==> config.mk <==
export PLATFORM = sky130hd
export DESIGN_NAME = mux_large_arbiter
export DESIGN_NICKNAME = d
export VERILOG_FILES = /design/src/rtl/mux_large_arbiter.sv
export SDC_FILE = /design/constraint.sdc
export NUM_CORES = 1
export LEC_CHECK = 0
export ABC_AREA = 1
export ABC_CLOCK_PERIOD_IN_PS = 4070
export CORE_MARGIN = 1
export CORE_UTILIZATION = 55
export DETAILED_ROUTE_END_ITERATION = 12
export GPL_ROUTABILITY_DRIVEN = 0
export PLACE_DENSITY = 0.77
export REMOVE_ABC_BUFFERS = 1
export SETUP_SLACK_MARGIN = 0.02
export SYNTH_ARGS = -nofsm -noshare
export SYNTH_HDL_FRONTEND = slang
export SYNTH_SLANG_ARGS = --single-unit
==> constraint.sdc <==
create_clock -name clk -period 4.07 [get_ports clk]
set_clock_uncertainty 0.2 [all_clocks]
set_input_delay 1.0175 -clock clk [delete_from_list [all_inputs] [get_ports clk]]
set_output_delay 1.0175 -clock clk [all_outputs]
set_load 0.01 [all_outputs]
==> src/rtl/mux_large_arbiter.sv <==
// Round-robin owner of the 10:1 block mux select: grants one requester at a time,
// captures up to BURST_MAX beats per grant and hands them downstream over valid/ready.
module mux_large_arbiter #(
  parameter int N_REQ     = 10,
  parameter int DW        = 8,
  parameter int BURST_MAX = 4
) (
  input  logic             clk,
  input  logic             rst_n,
  input  logic [N_REQ-1:0] req,
  output logic [3:0]       sel,
  input  logic [DW-1:0]    mux_data,
  output logic [N_REQ-1:0] ack,
  output logic [DW-1:0]    out_data,
  output logic             out_valid,
  input  logic             out_ready,
  output logic             busy
);

  typedef enum logic {
    IDLE = 1'b0,
    XFER = 1'b1
  } state_t;

  localparam logic [3:0] LAST_RST  = 4'(N_REQ - 1);
  localparam logic [3:0] BURST_LIM = 4'(BURST_MAX);

  state_t     state, state_nxt;
  logic [3:0] owner, owner_nxt;
  logic [3:0] last, last_nxt;
  logic [3:0] beat_cnt, beat_cnt_nxt;
  logic       cap;
  logic       found;
  logic [3:0] winner;
  logic [4:0] cand;

  // A beat is taken only when the output register is empty or being drained this cycle.
  assign cap  = (state == XFER) && req[owner] && (!out_valid || out_ready);
  assign sel  = owner;
  assign busy = (state == XFER);

  // Scan from farthest to nearest so the requester closest after `last` wins.
  always_comb begin
    // NOTE: every variable gets a default first so no path can leave it unassigned and infer a latch.
    found  = 1'b0;
    winner = last;
    cand   = '0;
    for (int i = N_REQ; i >= 1; i--) begin
      cand = {1'b0, last} + 5'(i);
      if (cand >= 5'(N_REQ)) cand = cand - 5'(N_REQ);
      if (req[cand[3:0]]) begin
        found  = 1'b1;
        winner = cand[3:0];
      end
    end
  end

  always_comb begin
    state_nxt    = state;
    owner_nxt    = owner;
    last_nxt     = last;
    beat_cnt_nxt = beat_cnt;
    case (state)
      IDLE: begin
        if (found) begin
          owner_nxt    = winner;
          beat_cnt_nxt = '0;
          state_nxt    = XFER;
        end
      end
      XFER: begin
        if (!req[owner]) begin
          state_nxt = IDLE;
          last_nxt  = owner;
        end else if (cap) begin
          beat_cnt_nxt = beat_cnt + 4'd1;
          if (beat_cnt + 4'd1 == BURST_LIM) begin
            state_nxt = IDLE;
            last_nxt  = owner;
          end
        end
      end
      default: state_nxt = IDLE;
    endcase
  end

  always_comb begin
    ack = '0;
    if (cap) ack[owner] = 1'b1;
  end

  always_ff @(posedge clk or negedge rst_n) begin
    if (!rst_n) begin
      state    <= IDLE;
      owner    <= '0;
      last     <= LAST_RST;
      beat_cnt <= '0;
    end else begin
      // NOTE: state registers use non-blocking assignment so every flop samples pre-edge values.
      state    <= state_nxt;
      owner    <= owner_nxt;
      last     <= last_nxt;
      beat_cnt <= beat_cnt_nxt;
    end
  end

  // Capture wins over drain, so a simultaneous consume+capture keeps valid high with new data.
  always_ff @(posedge clk or negedge rst_n) begin
    if (!rst_n) begin
      out_valid <= 1'b0;
      out_data  <= '0;
    end else if (cap) begin
      out_valid <= 1'b1;
      out_data  <= mux_data;
    end else if (out_valid && out_ready) begin
      out_valid <= 1'b0;
    end
  end

endmodule

==> flow_summary.ini, run 1 <==
[setup_path]
crit_top_cell = inv_1
cp.arrival_ns = 2.69
worstSetupPathType = in2out
crit_buf_inv = 5
path_max_fanout = 3
slowest_stage = clkdlybuf4s50_1
cp.required_ns = 2.85
crit_family = buffers and inverters
worstPathCellList = clkdlybuf4s50_1 > inv_1 > o22ai_1 > o21ai_1 > o2111ai_2 > nand3_2 > buf_4 > inv_1 > nand2_1 > nor2_1 > clkdlybuf4s15_1
cp-end-kind = output pin
crit_path_start_kind = primary input
max_stage_delay_ns = 0.48

[timing]
report.final.slew_viol_count = 0
period_share = 0.9601
finalCriticalPeriod_ns = 3.908
finalHoldViolCount = 0
fmax_ghz = 0.2559
grt_setup_unrepaired = yes
worst_pin_slew_ns = 1.025
max_slew_margin = 0.3147
finalSetupTns_ns = 0
setup_violations = 0

[clocking]
cts.sinks = 22
cts_tree = built
cts_max_level = 1
cts_buffers = 3
clk_pin_slew_ns = 0.09
clockBufferDepth = 2
postCtsHoldBufs = 0
clkLatencyLatePin_ns = 0.27
root_buffer = clkbuf_8

[final_layout]
fin_util = 0.7003
instances_no_fill = 655
fill_cells = 505
n_antenna_cell = 0
multi_input_area_sq_mm = 0.002286
nets = 631
drive_gt1_frac = 0.1407
seqCellArea_sq_um = 553.0
areaGrowthSynthToFinish_pct = 22.74

[placement]
portBuffers = 44
dp.cells = 649
dpl.hpwl_um = 7344

[die]
dieArea_sq_mm = 0.006019
pin_count = 45
initial_core_util = 0.5706
die_h_um = 77.58
fp.dieW_um = 77.58
core.rowCount = 27
coreArea_sq_mm = 0.005507

[synth]
yosys.area.top_type = nand2_1
ys_ff_latch = 22
synthMuxAreaShare = 0.006770
synth_cell_types = 46
syn-cell-area_sq_mm = 0.003142
seq_area_frac_synth = 0.1760
ys_warn_count = 0
synth_top_family_by_area = simple AND/OR/NAND/NOR gates
syn_inst = 519
synth.avg_cell_area_sq_um = 6.053
synthArstFlopShare = 1.000
synth-edff-count = 0
synth_compound_area_frac = 0.1637
synth-simple-area-share = 0.3907
synth_area_leaders = nand2_1 (21%), dfrtp_1 (16%), ha_1 (10%), inv_1 (7.5%), o21ai_0 (5.7%)
synth_ff_type = dfrtp_1
synth_top_area_frac = 0.2091
synth-adder-area-share = 0.1059
synthXorXnorAreaFrac = 0.05177

[route]
wl_per_cell_um = 13.96
drt_iter0_drc = 318
routed_via_density = 5.415
dr.pass1.iters = 5
drtAntennaViolNets = 0
routed_wl_um = 9144
vias = 3547
drc = 0

[status]
status = completed

[grt]
track_usage = 0.3152
grt_pass1_wl_um = 15440
grt_pass1_vias = 3294
grt_start_max_net_pins = 23
antenna_found_initial = 0
grt_overflow = 0

[run]
cap_viol_max_count = 0

[hold_path]
hp-class = reg2reg
## path summary, 6_finish.rpt
path	startpoint	end	slack, ns	cells past startpoint
min	out_data[1]	out_data[1]	0.28	2
min reg2reg	out_data[1]	out_data[1]	0.28	2
max in group asynchronous	rst_n	sel[2]	1.95	1
max	req[4]	ack[1]	0.16	11
min in group asynchronous	rst_n	out_data[7]	1.10	1
max reg2reg	last[0]	beat_cnt[2]	0.38	22
## routing by layer
| layer | track usage | routed length (um) | part of all wire |
|---|---|---|---|
| met4 | 0.03585 | 80 | 0.0087 |
| met3 | 0.03176 | 521 | 0.057 |
| met5 | 0 | 0 | 0 |
| met2 | 0.5310 | 4282 | 0.47 |
| met1 | 0.4459 | 4260 | 0.47 |
## cell families after synthesis
logic type | after synthesis
xor gates and xnor gates | 16
AOI/OAI and AO/OA | 88
adders and majority gates | 26
buffers and inverters | 79
muxes | 2
DFF | 22
and+or+nand+nor | 286
## final cells by class
cell class / instances / share of cell area
Clock inverter: 1 / 0.007787
Multi-Input combinational cell: 418 / 0.5928
Tap cell: 72 / 0.02336
Timing Repair Buffer: 69 / 0.1531
Inverter: 70 / 0.06879
Sequential cell: 22 / 0.1434
Clock buffer: 3 / 0.01071
## flip-flops by register name, indices dropped and copies added, names as in the netlist
register and flops:
out_data 8, beat_cnt 4, sel 4, last 4, out_valid 1, busy 1
## placed cells by master (no fill, tap or decap), types with 13 or more instances in the layout
| master | synthesis | layout |
|---|---|---|
| buf_4 | 0 | 25 |
| o21ai_0 | 36 | 33 |
| a21oi_1 | 24 | 24 |
| ha_1 | 25 | 25 |
| clkdlybuf4s50_1 | 0 | 34 |
| dfrtp_1 | 20 | 20 |
| nand2_1 | 175 | 175 |
| nor2_1 | 38 | 38 |
| nand3_1 | 35 | 34 |
| inv_1 | 63 | 63 |
| nand2_2 | 13 | 13 |
## tightest hold or removal path: stages (launching register included)
cell	delay (ns)
dfrtp_1	0.35
nand2_1	0.05
nand2_1	0.05
## Yosys cell counts (2+ instances only)
master and count:
buf_2 3, ha_1 25, nand3_1 35, o21ai_1 6, nor3_1 9, o211ai_1 6, clkbuf_8 2, xor2_1 7
xnor2_1 6, a21oi_2 2, nand2_2 13, o22ai_1 2, o21bai_1 2, o21ai_2 5, clkbuf_1 3, dfrtp_1 20
xor2_2 3, nor2_1 38, nand2_1 175, o21ai_0 36, nand4_1 5, inv_2 5, inv_1 63, a21oi_1 24
dfstp_2 2, nand3b_1 2
## metrics by stage
stage                     hold WS (ns)  worst slack [ns]  instance area [sq um]
after detailed placement        0.2685           -0.2009                   3780
after global placement          0.2554           -0.1037                   3780
after floorplan                 0.2419            0.3377                   3077
final                           0.2844            0.1625                   3856
after global routing            0.3059          0.005642                   3856
after CTS                       0.2911           0.02037                   3860
## repair_timing
item | in CTS | in global routing
gates cloned | 0 | 0
resized for setup | 15 | 20
pin swaps | 1 | 2
setup endpoints to repair | 10 | 9
buffers inserted | 2 | 0
Power of run 1 is not shown: default switching activity piles up to over one toggle a cycle in this logic, so the estimate is an artifact.
==> run 2, diff against run 1 <==
--- a/config.mk
+++ b/config.mk
@@ -12,7 +12,6 @@
 export DETAILED_ROUTE_END_ITERATION = 12
 export GPL_ROUTABILITY_DRIVEN = 0
 export PLACE_DENSITY = 0.77
-export REMOVE_ABC_BUFFERS = 1
 export SETUP_SLACK_MARGIN = 0.02
 export SYNTH_ARGS = -nofsm -noshare
 export SYNTH_HDL_FRONTEND = slang
==> constraint.sdc (replaced) <==
create_clock -name clk -period 4.07 [get_ports clk]
set_clock_uncertainty 0.2 [all_clocks]
set_input_delay 1.0175 -clock clk [delete_from_list [all_inputs] [get_ports clk]]
set_output_delay 1.0175 -clock clk [all_outputs]
set_load 0.1 [all_outputs]
==> flow_summary.ini, run 2 (synthesized netlist as in run 1, its figures left out) <==
[timing]
max_slew_margin = 0.3412
grt_setup_unrepaired = no
setup_violations = 0
finalCriticalPeriod_ns = 3.944
report.final.slew_viol_count = 0
timing.final.ws_setup_ns = 0.1263
finalSetupTns_ns = 0
finalHoldViolCount = 0
fmax_ghz = 0.2536
worst_pin_slew_ns = 0.9851
period_share = 0.9690

[grt]
antenna_found_initial = 0
track_usage = 0.3095
grt_start_max_net_pins = 28
grt_overflow = 0
grt_pass1_vias = 3161
grt_pass1_wl_um = 14970

[clocking]
cts_max_level = 1
clockBufferDepth = 2
postCtsHoldBufs = 0
clkLatencyLatePin_ns = 0.25
cts_tree = built
cts.sinks = 22
root_buffer = clkbuf_8
cts_buffers = 3
clk_pin_slew_ns = 0.07

[setup_path]
cp.arrival_ns = 2.73
worstPathCellList = clkdlybuf4s50_1 > nand3_1 > o21ai_0 > o21ai_1 > o2111ai_2 > nand3_2 > buf_12 > nor3_4 > buf_12
path_max_fanout = 8
max_stage_delay_ns = 0.53
cp.required_ns = 2.85
crit_path_start_kind = primary input
slowest_stage = clkdlybuf4s50_1
worstSetupPathType = in2out
crit_top_cell = buf_12
cp-end-kind = output pin

[final_layout]
layout_commonest_cell = nand2_1
largest_reg_flops = 8
drive_gt1_frac = 0.1533
layout_common_cells = nand2_1 (175), inv_1 (62), nor2_1 (35), o21ai_0 (35), nand3_1 (34)
nets = 622
areaGrowthSynthToFinish_pct = 27.20
n_antenna_cell = 0
top_register = out_data

[synth]
syn_nets = 566

[route]
drc = 0
drtAntennaViolNets = 0
routed_wl_um = 9060
wl_per_cell_um = 14.02
dr.pass1.iters = 9
vias = 3549
routed_via_density = 5.494
drt_iter0_drc = 229

[die]
coreArea_sq_mm = 0.005507
pin_count = 45
initial_core_util = 0.5706
core.rowCount = 27
die_h_um = 77.58
dieArea_sq_mm = 0.006019
fp.dieW_um = 77.58

[placement]
portBuffers = 44
pre_cts_slack_ns = 0.01690
dpl.hpwl_um = 7361

[run]
cap_viol_max_count = 0

[hold_path]
hp-class = reg2reg

[status]
status = completed
run 2: changes by cell type in the layout (fill, tap and decap cells not counted), sizes merged:
cell,previous run,this run
clkbuf,8,4
clkdlybuf4s15,1,0
dlygate4sd2,2,0
clkdlybuf4s50,34,33
bufinv,1,0
run 2: area by class of cell:
type | count | area [sq um]
Timing Repair Buffer | 60 | 670.6
Fill cell | 479 | 1510
Inverter | 70 | 265.3
Sequential cell | 22 | 560.5
Tap cell | 72 | 90.09
Clock buffer | 4 | 45.04
Multi-Input combinational cell | 418 | 2365
run 2: final timing paths:
check	end	slack, ns	depth (start not counted)	from
setup / recovery	ack[0]	0.13	9	req[6]
hold / removal	out_data[2]	0.28	2	out_data[2]
setup reg to reg	sel[0]	0.31	17	last[0]
hold reg to reg	out_data[2]	0.28	2	out_data[2]
max in group asynchronous	sel[1]	1.90	1	rst_n
min in group asynchronous	out_valid	1.08	1	rst_n
run 2: routing by layer:
| layer | part of all wire | vias to the layer above | global-route usage |
|---|---|---|---|
| met5 | 0 | - | 0 |
| met2 | 0.44 | 148 | 0.4929 |
| met1 | 0.48 | 1620 | 0.4533 |
| met3 | 0.069 | 9 | 0.03529 |
| li1 | - | 1772 | - |
| met4 | 0.012 | 0 | 0.05283 |
run 2: critical path, delay by kind of cell:
| family | cells | cell delay (ns) |
|---|---|---|
| simple gates | 3 | 0.46 |
| buf+inv | 3 | 0.91 |
| compound gates | 3 | 0.34 |
run 2: stage by stage:
stage	hold WS (ns)	instance area, sq um	utilization	std cells
CTS	0.2837	3983	0.7232	645
global route	0.3002	3996	0.7257	646
finish	0.2810	3996	0.7257	646
floorplan	0.2419	3249	-	519
detailed placement	0.2645	3933	0.7142	641
global placement	0.2602	3933	0.7142	641
run 2: repair_timing:
action,CTS,global route
setup buffers,0,1
pin swaps,0,1
endpoints found under the setup margin,1,9
gates resized for setup,1,2
Power of run 2 is left out for the same reason.
==> run 3, diff against run 2 <==
--- a/config.mk
+++ b/config.mk
@@ -9,8 +9,10 @@
 export ABC_CLOCK_PERIOD_IN_PS = 4070
 export CORE_MARGIN = 1
 export CORE_UTILIZATION = 55
+export CTS_BUF_LIST = sky130_fd_sc_hd__clkbuf_4 sky130_fd_sc_hd__clkbuf_8 sky130_fd_sc_hd__clkbuf_16
 export DETAILED_ROUTE_END_ITERATION = 12
 export GPL_ROUTABILITY_DRIVEN = 0
+export HOLD_SLACK_MARGIN = 0.12
 export PLACE_DENSITY = 0.77
 export SETUP_SLACK_MARGIN = 0.02
 export SYNTH_ARGS = -nofsm -noshare
==> flow_summary.ini, run 3 (synthesized netlist as in run 1, its figures left out) <==
[timing]
setup_violations = 0
period_share = 0.9697
hold-worst-slack_ns = 0.2810
fmax_ghz = 0.2534
finalHoldViolCount = 0
worst_pin_slew_ns = 0.9860
finalSetupTns_ns = 0
report.final.slew_viol_count = 0
max_slew_margin = 0.3406
finalCriticalPeriod_ns = 3.947
grt_setup_unrepaired = no

[placement]
dpl.hpwl_um = 7361
portBuffers = 44
dp.cells = 641

[final_layout]
layout_common_cells = nand2_1 (175), inv_1 (62), nor2_1 (35), o21ai_0 (35), nand3_1 (34)
seqCellArea_sq_um = 560.5
nets = 622
areaGrowthSynthToFinish_pct = 27.32
layout_commonest_cell = nand2_1
fill_cells = 477
top_register = out_data
n_antenna_cell = 0
largest_reg_flops = 8
instances_no_fill = 646
multi_input_area_sq_mm = 0.002365
drive_gt1_frac = 0.1551

[clocking]
cts_buffers = 3
postCtsHoldBufs = 0
clk_pin_slew_ns = 0.07
root_buffer = clkbuf_8
cts_max_level = 1
clockBufferDepth = 2
cts_tree = built
clkLatencyLatePin_ns = 0.25
cts.sinks = 22

[route]
dr.pass1.iters = 9
drtAntennaViolNets = 0
drc = 0
vias = 3552
drt-met1-wl_um = 4246
routed_via_density = 5.498
wl_met2_um = 4033
drt_iter0_drc = 228
dr.max_layer_used = met4
wl_met3_um = 669
routed_wl_um = 9053
wl_per_cell_um = 14.01

[setup_path]
rr_startpoint = last[0]
slowest_stage = clkdlybuf4s50_1
cp.arrival_ns = 2.73
cp-end-kind = output pin
worstSetupPathType = in2out
crit_path_start_kind = primary input
worstPathCellList = clkdlybuf4s50_1 > nand3_1 > o21ai_0 > o21ai_1 > o2111ai_2 > nand3_2 > buf_12 > nor3_4 > buf_12
max_stage_delay_ns = 0.53
path_max_fanout = 8
crit_path_start = req[6]
cp.required_ns = 2.85
crit_top_cell = buf_12

[die]
die_h_um = 77.58
core.rowCount = 27
dieArea_sq_mm = 0.006019
fp.dieW_um = 77.58
coreArea_sq_mm = 0.005507
initial_core_util = 0.5706
pin_count = 45

[grt]
track_usage = 0.3100
grt_start_max_net_pins = 28
antenna_found_initial = 0
grt_overflow = 0
grt_pass1_wl_um = 14990
grt_pass1_vias = 3164

[hold_path]
hp-start = out_data[2]
hp-class = reg2reg

[synth]
syn_nets = 566

[status]
status = completed

[run]
cap_viol_max_count = 0
==> run 3: cell counts in the layout (fill, tap and decap cells not counted) <==
No cell type changed its count.
==> run 3: what timing repair did <==
action,CTS,global route
resized for setup,1,2
endpoints found under the setup margin,1,9
setup buffers,0,1
pin swaps,0,1
==> run 3: area by class of cell <==
type,count,area share
multi-input combinational,418,0.5912
timing repair buffer,60,0.1677
sequential,22,0.1401
inverter,70,0.06631
tap,72,0.02252
clock buffer,4,0.01220
==> run 3: final timing paths <==
path | to | slack (ns) | depth (start not counted)
max in group asynchronous | sel[1] | 1.92 | 1
min in group asynchronous | out_valid | 1.08 | 1
worst max-delay path | ack[0] | 0.12 | 9
worst max register to register | sel[0] | 0.32 | 17
worst min register to register | out_data[2] | 0.28 | 2
worst min-delay path | out_data[2] | 0.28 | 2
==> run 3: routing by layer <==
layer / vias up / track usage
met1: 1625 / 0.4548
met2: 147 / 0.4929
met3: 9 / 0.03529
met4: 0 / 0.05283
li1: 1771 / -
met5: - / 0
==> run 3: critical path: cells and delay by family <==
family                 cells  cell delay (ns)
buffers and inverters      3             0.91
and+or+nand+nor            3             0.46
AOI/OAI and AO/OA          3             0.33
==> run 3: metrics by stage <==
| step | cell area [sq um] | worst slack (ns) | util |
|---|---|---|---|
| finish | 4000 | 0.1231 | 0.7264 |
| global route | 4000 | 0.01133 | 0.7264 |
| CTS | 3986 | 0.05734 | 0.7239 |
| floorplan | 3249 | 0.03458 | - |
| detailed placement | 3933 | 0.01690 | 0.7142 |
| global placement | 3933 | 0.07712 | 0.7142 |
Power of run 3 is left out for the same reason.
